===== src/rtl/text_sequencer_pkg.sv =====
// Shared constants for the text sequencer: glyph codes, message length, FSM states.
package text_sequencer_pkg;

  localparam logic [4:0] GLYPH_G = 5'd0;
  localparam logic [4:0] GLYPH_A = 5'd1;
  localparam logic [4:0] GLYPH_M = 5'd2;
  localparam logic [4:0] GLYPH_H = 5'd3;
  localparam logic [4:0] GLYPH_I = 5'd4;
  localparam logic [4:0] GLYPH_O = 5'd5;
  localparam logic [4:0] GLYPH_V = 5'd6;
  localparam logic [4:0] GLYPH_R = 5'd7;
  localparam logic [4:0] GLYPH_E = 5'd8;
  localparam logic [4:0] BLANK   = 5'd31;

  localparam int unsigned MSG_LEN = 9;

  typedef enum logic [1:0] {
    IDLE   = 2'd0,
    REVEAL = 2'd1,
    HOLD   = 2'd2
  } state_t;

endpackage


===== src/rtl/text_sequencer_msg_rom.sv =====
// Message ROM: maps (message select, cell index) to a glyph code.
module msg_rom
  import text_sequencer_pkg::*;
(
  input  logic       msg_sel,
  input  logic [3:0] idx,
  output logic [4:0] code
);

  // Combinational lookup; 0 = "GAME OVER", 1 = "HI GAME", out-of-range cells blank
  always_comb begin
    code = BLANK;
    if (!msg_sel) begin
      case (idx)
        4'd0: code = GLYPH_G;
        4'd1: code = GLYPH_A;
        4'd2: code = GLYPH_M;
        4'd3: code = GLYPH_E;
        4'd4: code = BLANK;
        4'd5: code = GLYPH_O;
        4'd6: code = GLYPH_V;
        4'd7: code = GLYPH_E;
        4'd8: code = GLYPH_R;
        default: code = BLANK;
      endcase
    end else begin
      case (idx)
        4'd0: code = GLYPH_H;
        4'd1: code = GLYPH_I;
        4'd2: code = BLANK;
        4'd3: code = GLYPH_G;
        4'd4: code = GLYPH_A;
        4'd5: code = GLYPH_M;
        4'd6: code = GLYPH_E;
        default: code = BLANK;
      endcase
    end
  end

endmodule


===== src/rtl/text_sequencer.sv =====
// Text sequencer: reveals a fixed message one cell per REVEAL_FRAMES frames,
// then holds it (optionally blinking); emits per-pixel glyph selection.
module text_sequencer
  import text_sequencer_pkg::*;
#(
  parameter int unsigned REVEAL_FRAMES = 8,
  parameter int unsigned BLINK_FRAMES  = 30,
  parameter int unsigned PITCH         = 12
) (
  input  logic        clk,
  input  logic        reset,
  input  logic [9:0]  x,
  input  logic [9:0]  y,
  input  logic        frame_tick,
  input  logic        start,
  input  logic        clear,
  input  logic        msg_sel,
  input  logic        blink_en,
  input  logic [9:0]  org_x,
  input  logic [9:0]  org_y,
  output logic [4:0]  select_char,
  output logic [31:0] posx,
  output logic [31:0] posy,
  output logic        char_valid,
  output logic        busy
);

  state_t      state;
  logic [3:0]  shown_cnt;
  logic [15:0] frame_cnt;
  logic [15:0] blink_cnt;
  logic        vis;
  logic        msg_lat;

  logic [3:0]  idx;
  logic [10:0] dx;
  logic [10:0] base_off;
  logic [10:0] off;
  logic [10:0] cell_x;
  logic        in_cell;
  logic [4:0]  code;

  // Sequencer FSM: clear beats start, start restarts from any state and
  // swallows a coincident frame_tick
  always_ff @(posedge clk or posedge reset) begin
    if (reset) begin
      state     <= IDLE;
      shown_cnt <= '0;
      frame_cnt <= '0;
      blink_cnt <= '0;
      vis       <= 1'b1;
      msg_lat   <= 1'b0;
      busy      <= 1'b0;
    end else if (clear) begin
      state     <= IDLE;
      shown_cnt <= '0;
      frame_cnt <= '0;
      blink_cnt <= '0;
      vis       <= 1'b1;
      busy      <= 1'b0;
    end else if (start) begin
      state     <= REVEAL;
      msg_lat   <= msg_sel;
      shown_cnt <= 4'd1;
      frame_cnt <= '0;
      blink_cnt <= '0;
      vis       <= 1'b1;
      busy      <= 1'b1;
    end else begin
      case (state)
        REVEAL: begin
          if (frame_tick) begin
            if (frame_cnt == 16'(REVEAL_FRAMES - 1)) begin
              frame_cnt <= '0;
              shown_cnt <= shown_cnt + 4'd1;
              if (shown_cnt + 4'd1 == 4'(MSG_LEN)) begin
                state <= HOLD;
                busy  <= 1'b0;
              end
            end else begin
              frame_cnt <= frame_cnt + 16'd1;
            end
          end
        end
        HOLD: begin
          if (!blink_en) begin
            blink_cnt <= '0;
            vis       <= 1'b1;
          end else if (frame_tick) begin
            if (blink_cnt == 16'(BLINK_FRAMES - 1)) begin
              blink_cnt <= '0;
              vis       <= ~vis;
            end else begin
              blink_cnt <= blink_cnt + 16'd1;
            end
          end
        end
        default: ;
      endcase
    end
  end

  // Cell decode: idx is the last cell whose left edge is at or before x,
  // found by comparison instead of a divide; 11-bit math avoids wrap
  always_comb begin
    dx       = {1'b0, x} - {1'b0, org_x};
    idx      = '0;
    base_off = '0;
    if (x >= org_x) begin
      for (int unsigned k = 1; k < MSG_LEN; k++) begin
        if (dx >= 11'(k * PITCH)) begin
          idx      = 4'(k);
          base_off = 11'(k * PITCH);
        end
      end
    end
    off     = dx - base_off;
    cell_x  = {1'b0, org_x} + base_off;
    in_cell = (x >= org_x) && (off <= 11'd9) &&
              ({1'b0, y} >= {1'b0, org_y}) &&
              ({1'b0, y} <= {1'b0, org_y} + 11'd19);
  end

  msg_rom u_msg_rom (
    .msg_sel (msg_lat),
    .idx     (idx),
    .code    (code)
  );

  // Registered pixel outputs, one cycle behind x/y
  always_ff @(posedge clk or posedge reset) begin
    if (reset) begin
      select_char <= BLANK;
      posx        <= '0;
      posy        <= '0;
      char_valid  <= 1'b0;
    end else begin
      select_char <= in_cell ? code : BLANK;
      posx        <= {21'd0, cell_x};
      posy        <= {22'd0, org_y};
      char_valid  <= in_cell && (idx < shown_cnt) && (code != BLANK) &&
                     vis && (state != IDLE);
    end
  end

endmodule

===== config.mk =====
export PLATFORM = sky130hd
export DESIGN_NAME = text_sequencer
export DESIGN_NICKNAME = d
export VERILOG_FILES = /design/src/rtl/text_sequencer_pkg.sv /design/src/rtl/text_sequencer_msg_rom.sv /design/src/rtl/text_sequencer.sv
export SDC_FILE = /design/constraint.sdc
export NUM_CORES = 1
export LEC_CHECK = 0
export CAP_MARGIN = 40
export CELL_PAD_IN_SITES_DETAIL_PLACEMENT = 0
export CELL_PAD_IN_SITES_GLOBAL_PLACEMENT = 2
export CORE_MARGIN = 2
export CORE_UTILIZATION = 28
export DETAILED_ROUTE_END_ITERATION = 10
export HOLD_SLACK_MARGIN = 0.15
export PLACE_DENSITY = 0.8
export SYNTH_ARGS = -nofsm -noshare
export SYNTH_HDL_FRONTEND = slang
export SYNTH_SLANG_ARGS = --single-unit

===== constraint.sdc =====
create_clock -name clk -period 2.15 [get_ports clk]
set_input_delay 0.215 -clock clk [delete_from_list [all_inputs] [get_ports clk]]
set_output_delay 0.215 -clock clk [all_outputs]
set_load 0.005 [all_outputs]

==> results of run 1 <==
-- state kept, by name (all words and copies together) (netlist names) --
register,count
blink_cnt,16
frame_cnt,16
posx,11
posy,10
select_char,5
shown_cnt,4
state,2
char_valid,1
msg_lat,1
vis,1
-- synth_stat cells, types with 5 or more instances --
library cell and count:
and3_1 9, clkbuf_1 5, or2_2 8, dfrtp_1 61, xor2_1 21, dfstp_2 6
o21ai_0 37, o21a_1 12, nor4_1 5, inv_1 59, nand3_1 14, a211o_1 5
a31oi_1 7, nor2_1 55, xnor2_1 15, o211ai_1 6, a21oi_1 35, ha_1 53
buf_4 46, or3_1 12, nand2_1 42, a21o_1 9, buf_2 6, nor3_1 21
nand2b_1 6, nor2b_1 6, nand4_1 17
-- through the flow --
stage	instances	setup slack [ns]	power [uW]	TNS [ns]
after floorplan	711	-2.07	2420	-22.12
after global placement	1160	-2.74	3210	-34.54
after detailed placement	1160	-2.91	3210	-35.78
after CTS	1191	-1.86	4900	-21.33
after global routing	1195	-2.16	5210	-24.12
final	1195	-1.93	4900	-21.49
-- timing repair --
| item | 4_1_cts | 5_1_grt |
|---|---|---|
| endpoints found under the hold margin | 2 | 0 |
| resized for setup | 79 | 14 |
| endpoints found under the setup margin | 18 | 29 |
| pin swaps | 44 | 23 |
| setup buffers | 13 | 4 |
| hold buffers | 2 | 0 |
-- final cells by class --
cell class              instances  area share
multi-input cells             522       0.460
repair buffers                258       0.248
flip-flops and latches         67       0.192
well taps                     270      0.0385
inverters                      62      0.0282
clock buffers                  10      0.0261
clock inverters                 6     0.00742
-- per-layer routing --
metal / part of all wire / track usage
met1: 0.47 / 0.195
met2: 0.49 / 0.254
met3: 0.027 / 0.0256
met4: 0.013 / 0.0385
met5: 0 / 0
-- power breakdown --
group          internal [uW]  switching (uW)
combinational           1070             976
sequential              1310            30.8
clock                    901             611
total                   3290            1620
-- logic make-up after synthesis --
| logic type | share of synthesized area |
|---|---|
| AOI/OAI and AO/OA | 0.207 |
| xor gates and xnor gates | 0.0574 |
| adders and majority gates | 0.125 |
| buffers and inverters | 0.115 |
| DFF | 0.292 |
| muxes | 0.00173 |
| other | 0.000650 |
| and+or+nand+nor | 0.201 |
-- critical path, cell delays in order --
cell and delay, ns:
buf_8 0.11, inv_12 0.04, ha_4 0.11, inv_2 0.04, fa_2 0.43, a211o_4 0.40
a21oi_4 0.14, or2_4 0.15, inv_4 0.04, or4_4 0.54, o41ai_4 0.09, o31ai_4 0.10
inv_2 0.08, ha_4 0.14, fa_2 0.22, o21ai_2 0.06, a21oi_2 0.19, o211ai_1 0.11
or3_1 0.38, a21o_1 0.17, a21oi_2 0.19, nand4_1 0.11, a311oi_1 0.26
-- cell usage in the layout, fill, tap and decap left out, types with 5 or more instances in the layout --
cell,synthesis,final
a211o_1,5,5
a21o_1,9,9
a21oi_1,35,26
a21oi_2,1,10
and3_1,9,7
buf_4,46,175
clkbuf_16,0,9
clkdlybuf4s50_1,0,60
conb_1,1,43
dfrtp_1,61,61
dfstp_2,6,6
dlygate4sd2_1,0,11
ha_1,53,41
ha_4,0,11
inv_1,59,47
inv_2,2,13
nand2_1,42,40
nand2b_1,6,5
nand3_1,14,14
nand4_1,17,17
nor2_1,55,52
nor3_1,21,16
nor3_2,1,5
o211ai_1,6,6
o21a_1,12,12
o21ai_0,37,32
o21ai_2,2,8
or2_2,8,7
or3_1,12,11
xnor2_1,15,13
xor2_1,21,21
-- path summary, 6_finish.rpt --
| check | endpoint | cells after the start |
|---|---|---|
| min | blink_cnt[3] | 2 |
| min in group clk | posx[7] | 3 |
| min reg2reg | frame_cnt[2] | 2 |
| max in group asynchronous | select_char[3] | 3 |
| max reg2reg | vis | 7 |
| max | char_valid | 23 |
==> summary.md, run 1 <==
| Metric | Value |
|---|---|
| DRT Pass-1 Iters | `4` |
| Fill cell count | `just over 2000` |
| Die Footprint | `around 0.022 mm2` |
| Max frequency | `about 0.25 GHz` |
| Pwr Density | `~560 mW/mm2` |
| Syn Std Cell Area | `0.00577 mm2` |
| DR iter-0 viols | `170` |
| Layout area overhead | `52.0%` |
| WL per Instance | `about 13 um` |
| VDD IR-drop max | `~0.32 mV` |
| DR vias/cell | `4.52` |
| Fin Clk Skew | `~0.009 ns` |
| H-tree lvl count | `3` |
| Ranking of synthesized cells by area | `dfrtp_1, ha_1, buf_4` |
| Share of cells above drive strength 1 | `0.343` |
| EDFF count, synth | `0` |
| First-pass GRT wire length | `~26 mm` |
| Worst Hold Class | `input pin to async pin` |
| Routability cong. | `0.814` |
| Yosys cell types | `87` |
| Worst skew pair latency | `0.34 ns` |
| Synth Instances | `~670` |
| Final WL | `15.7 mm` |
| Post-synth top area share | `0.264` |
| GRT Total Usage | `0.149` |
| Final worst setup slack | `-1.93 ns` |
| CORE AREA | `a little over 0.02 mm2` |
| Initial core utilization | `0.285` |
| Crit path capture type | `flop` |
| Placed cell area | `between 0.008 and 0.009 mm2` |
| Design area | `0.00877 mm2` |
| Post-route antenna net violation count | `0` |
| Final nets | `~1000` |
| Final min period | `4.08 ns` |
| Io pins | `118` |
| Flop-to-flop setup slack | `between 0.2 and 0.25 ns` |
| P_leak | `between 0.003 and 0.004 uW` |
| DR vias | `~5400` |
| Synth area leader | `dfrtp_1` |
| Pins Over Slew Limit | `0` |
| Ys Warns | `0` |
| Least-Margin Pin Slew | `roughly 0.51 ns` |
| Crit path kind | `input pin to flop` |
| Largest net degree at the start of global routing | `27` |
| Ys flop type | `dfrtp_1` |
| Status | `finished with violations` |
| Failing checks | `negative setup slack` |
| Sink Count | `67` |
| DRC Markers | `0` |
| Vias in the first global route | `between 5000 and 6000` |
| Clock Root Buffer | `clkbuf_16` |
| Post-DP HPWL | `~12 mm` |
| Core Rows | `52` |
| Startpoint Class | `input pin` |
| Critical Path RT | `approximately 2.4 ns` |
| CTS tree | `yes` |
| Unrepaired setup endpoints after global routing | `yes` |
| Die height | `approximately 150 um` |
| GR Overflow Total | `0` |
| Final Hold Fails | `0` |
| Sequential element share of the synthesized area | `0.292` |
| Critical Path Start | `x[0]` |
| WP data arrival | `between 4 and 5 ns` |
| Yosys reg bits | `67` |
| Final setup fails | `15` |
| PortBufs | `74` |
| Worst reg2reg path startpoint | `blink_cnt[7]` |
| TritonCTS Buffers | `9` |
| Relative slew slack | `0.662` |
| Initial antenna violation count | `0` |
| Final core occ | `0.434` |
| Max-cap viol count | `0` |
| Clock Path Buffers | `2` |
| Die Width | `~150 um` |
| Tightest hold margin | `roughly 0.22 ns` |
| Worst-path fanout max | `5` |
| Diodes inserted | `0` |
| Synth async-reset ratio | `1.00` |
| Clk slew on worst S/H paths | `0.06 ns` |
| Sequential Area | `between 0.0015 and 0.002 mm2` |
| Area of the multi-input gates | `roughly 0.0040 mm2` |
| Avg Inst Size Synth | `8.63 um2` |
| Fin crit share | `1.90` |
No activity file was read; power rests on OpenSTA's default activity.
==> run 2, diff against run 1 <==
--- a/config.mk
+++ b/config.mk
@@ -8,6 +8,7 @@
 export CAP_MARGIN = 40
 export CELL_PAD_IN_SITES_DETAIL_PLACEMENT = 0
 export CELL_PAD_IN_SITES_GLOBAL_PLACEMENT = 2
+export CORE_ASPECT_RATIO = 0.6
 export CORE_MARGIN = 2
 export CORE_UTILIZATION = 28
 export DETAILED_ROUTE_END_ITERATION = 10
==> run 2 against run 1 <==
Effect of this change: the flow still finishes with violations (negative setup slack); routed wire length grew 15%; cell area increased by 3.3%; sequential cell count unchanged; utilization up 1.7 points; sequential power about the same; worst setup slack improved by 0.15 ns; first-iteration DRC count rose by 51%; largest cell class unchanged; largest power group unchanged.
==> summary.md, run 2 (synthesized netlist as in run 1, its figures left out) <==
| Metric | Value |
|---|---|
| Post-route antenna net violation count | `0 (unchanged)` |
| Slowest stage delay, CP | `0.41 ns (-0.13 ns)` |
| Final Hold Fails | `0 (unchanged)` |
| Routability cong. | `0.889 (+9.2%)` |
| Share of cells above drive strength 1 | `0.370 (+0.0276)` |
| CORE AREA | `0.0201 mm2 (-0.57%)` |
| Placed cells | `1182 (+1.9%)` |
| Diodes inserted | `0 (unchanged)` |
| Post-DP HPWL | `14.2 mm (+15%)` |
| Most common cell after layout, fill and taps aside | `buf_4` |
| Crit path kind | `input pin to flop` |
| Failing checks | `negative setup slack` |
| Final worst setup slack | `-1.78 ns (+0.153 ns)` |
| Final core occ | `0.450 (+0.0168)` |
| GR Overflow Total | `0 (unchanged)` |
| Pins Over Slew Limit | `0 (unchanged)` |
| VDD IR-drop max | `0.364 mV (+13%)` |
| Final nets | `1046 (+2.2%)` |
| Final min period | `3.93 ns (-0.153 ns)` |
| Status | `finished with violations` |
| DR vias | `5549 (+2.6%)` |
| Max-cap viol count | `0 (unchanged)` |
| Clock Path Buffers | `2 (unchanged)` |
| DR iter-0 viols | `257 (+51%)` |
| Die Width | `189 um (+28%)` |
| Placed cell area | `0.00814 mm2 (+1.5%)` |
| Worst-path cell chain | `buf_8 -> inv_12 -> ha_4 -> inv_2 -> fa_2 -> a211o_4 -> buf_12 -> nand3_4 -> and3_4 -> o211ai_4 -> a2111oi_4 -> buf_4 -> o31ai_4 -> inv_2 -> ha_4 -> fa_2 -> o21ai_2 -> a21oi_4 -> o211ai_1 -> or3_1 -> a21o_1 -> a21oi_2 -> and4_4 -> nand2b_1` |
| Die Footprint | `0.0218 mm2 (+0.17%)` |
| Largest net degree at the start of global routing | `43 (+59%)` |
| Fill cell count | `1985 (-3.5%)` |
| Io pins | `118 (unchanged)` |
| Flop-to-flop setup slack | `0.12 ns (-0.09 ns)` |
| Initial core utilization | `0.287 (+0.00163)` |
| Max frequency | `0.255 GHz (+3.9%)` |
| PortBufs | `74 (unchanged)` |
| Final WL | `18.0 mm (+15%)` |
| Final Non-Filler Cells | `1221 (+2.2%)` |
| Core Rows | `40 (-23%)` |
| Reg2Reg Depth | `7 (unchanged)` |
| Least-Margin Pin Slew | `0.567 ns (+0.0607 ns)` |
| Unrepaired setup endpoints after global routing | `yes` |
| First-pass GRT wire length | `28.8 mm (+8.9%)` |
| Reg2reg end | `blink_cnt[7]` |
| Clock Root Buffer | `clkbuf_16` |
| Layout area overhead | `57.0%` |
| Worst Hold Class | `input pin to async pin` |
| DRC Markers | `0 (unchanged)` |
| GRT Total Usage | `0.170 (+0.0214)` |
| TritonCTS Buffers | `9 (unchanged)` |
| WL per Instance | `14.7 um (+12%)` |
| P_leak | `0.00409 uW (+3.3%)` |
| WP data arrival | `4.20 ns (-0.13 ns)` |
| Vias in the first global route | `5348 (-2.2%)` |
| Startpoint Class | `input pin` |
| Final setup fails | `15 (unchanged)` |
| Worst reg2reg path startpoint | `blink_cnt[6]` |
| Worst-path fanout max | `4 (-1)` |
| Worst skew pair latency | `0.35 ns (about the same)` |
| Fin crit share | `1.83 (-0.0712)` |
| Die height | `115 um (-22%)` |
| Critical Path RT | `2.42 ns (+0.02 ns)` |
| Slowest-stage cell, CP | `fa_2` |
| Design area | `0.00906 mm2 (+3.3%)` |
| CTS tree | `yes` |
| Biggest registers after layout | `blink_cnt x16, frame_cnt x16, posx x11` |
| DRT Pass-1 Iters | `4 (unchanged)` |
| Fin Clk Skew | `0.0121 ns (+0.00295 ns)` |
| Relative slew slack | `0.618 (-0.0440)` |
| Initial antenna violation count | `0 (unchanged)` |
| DR vias/cell | `4.54 (+0.46%)` |
| Most frequent cells in the layout | `buf_4, dfrtp_1, clkdlybuf4s50_1` |
| H-tree lvl count | `3 (unchanged)` |
| Sink Count | `67 (unchanged)` |
| Pwr Density | `580 mW/mm2 (+3.8%)` |
| Clk slew on worst S/H paths | `0.06 ns (about the same)` |
| Crit path capture type | `flop` |
[run 2: cell types whose count changed in the layout (fill, tap and decap cells not counted), moves of 3 or more]
cell,change
a21oi_2,-6
a21oi_4,+4
buf_4,+23
ha_4,+3
nand2_1,-3
nand2_2,+3
[run 2: power breakdown]
group          leakage [uW]  internal, uW  switching [uW]
Clock              0.000156          1020             633
Sequential         0.000863          1310            31.0
Combinational       0.00307          1170            1090
Total               0.00409          3510            1750
[run 2: worst max-delay path by stage]
stage,from,to,slack (ns),depth (start not counted)
4_1_cts,x[0],select_char[3],-1.82,24
3_3_place_gp,x[0],select_char[2],-2.71,24
2_1_floorplan,x[0],char_valid,-2.07,21
3_5_place_dp,x[0],char_valid,-2.80,23
5_1_grt,x[0],char_valid,-1.96,23
6_report,x[0],select_char[3],-1.78,24
[run 2: per-stage QoR]
stage | TNS, ns | power (uW) | setup slack [ns] | hold slack, ns
finish | -21.13 | 5260 | -1.78 | 0.262
global route | -23.44 | 5570 | -1.96 | 0.278
CTS | -21.33 | 5170 | -1.82 | 0.254
detailed placement | -35.45 | 3320 | -2.80 | 0.519
global placement | -34.62 | 3330 | -2.71 | 0.506
floorplan | -22.12 | 2420 | -2.07 | 0.246
[run 2: layout make-up]
| class | count | area, um2 | area share |
|---|---|---|---|
| Multi-Input combinational cell | 522 | 4130 | 0.456 |
| Timing Repair Buffer | 281 | 2330 | 0.257 |
| Sequential cell | 67 | 1680 | 0.186 |
| Tap cell | 273 | 342 | 0.0377 |
| Inverter | 62 | 250 | 0.0276 |
| Clock buffer | 9 | 225 | 0.0249 |
| Clock inverter | 7 | 98.8 | 0.0109 |
[run 2: timing repair]
action	CTS	global route
gates resized for setup	81	36
hold endpoints to repair	2	0
hold buffers	2	0
pin swaps	44	26
setup buffers	12	11
setup endpoints to repair	24	35
[run 2: metal layers]
metal	vias up	track usage	part of all wire
met4	0	0.0357	0.0050
li1	2818	-	-
met2	142	0.222	0.37
met1	2579	0.269	0.56
met3	10	0.0473	0.065
met5	-	0	0
[run 2: worst max-delay path, delay by kind of cell]
kind                       cells  cell delay (ns)
AOI/OAI and AO/OA              9             1.57
adders and majority gates      4             0.88
buffers and inverters          6             0.60
and+or+nand+nor                5             0.90
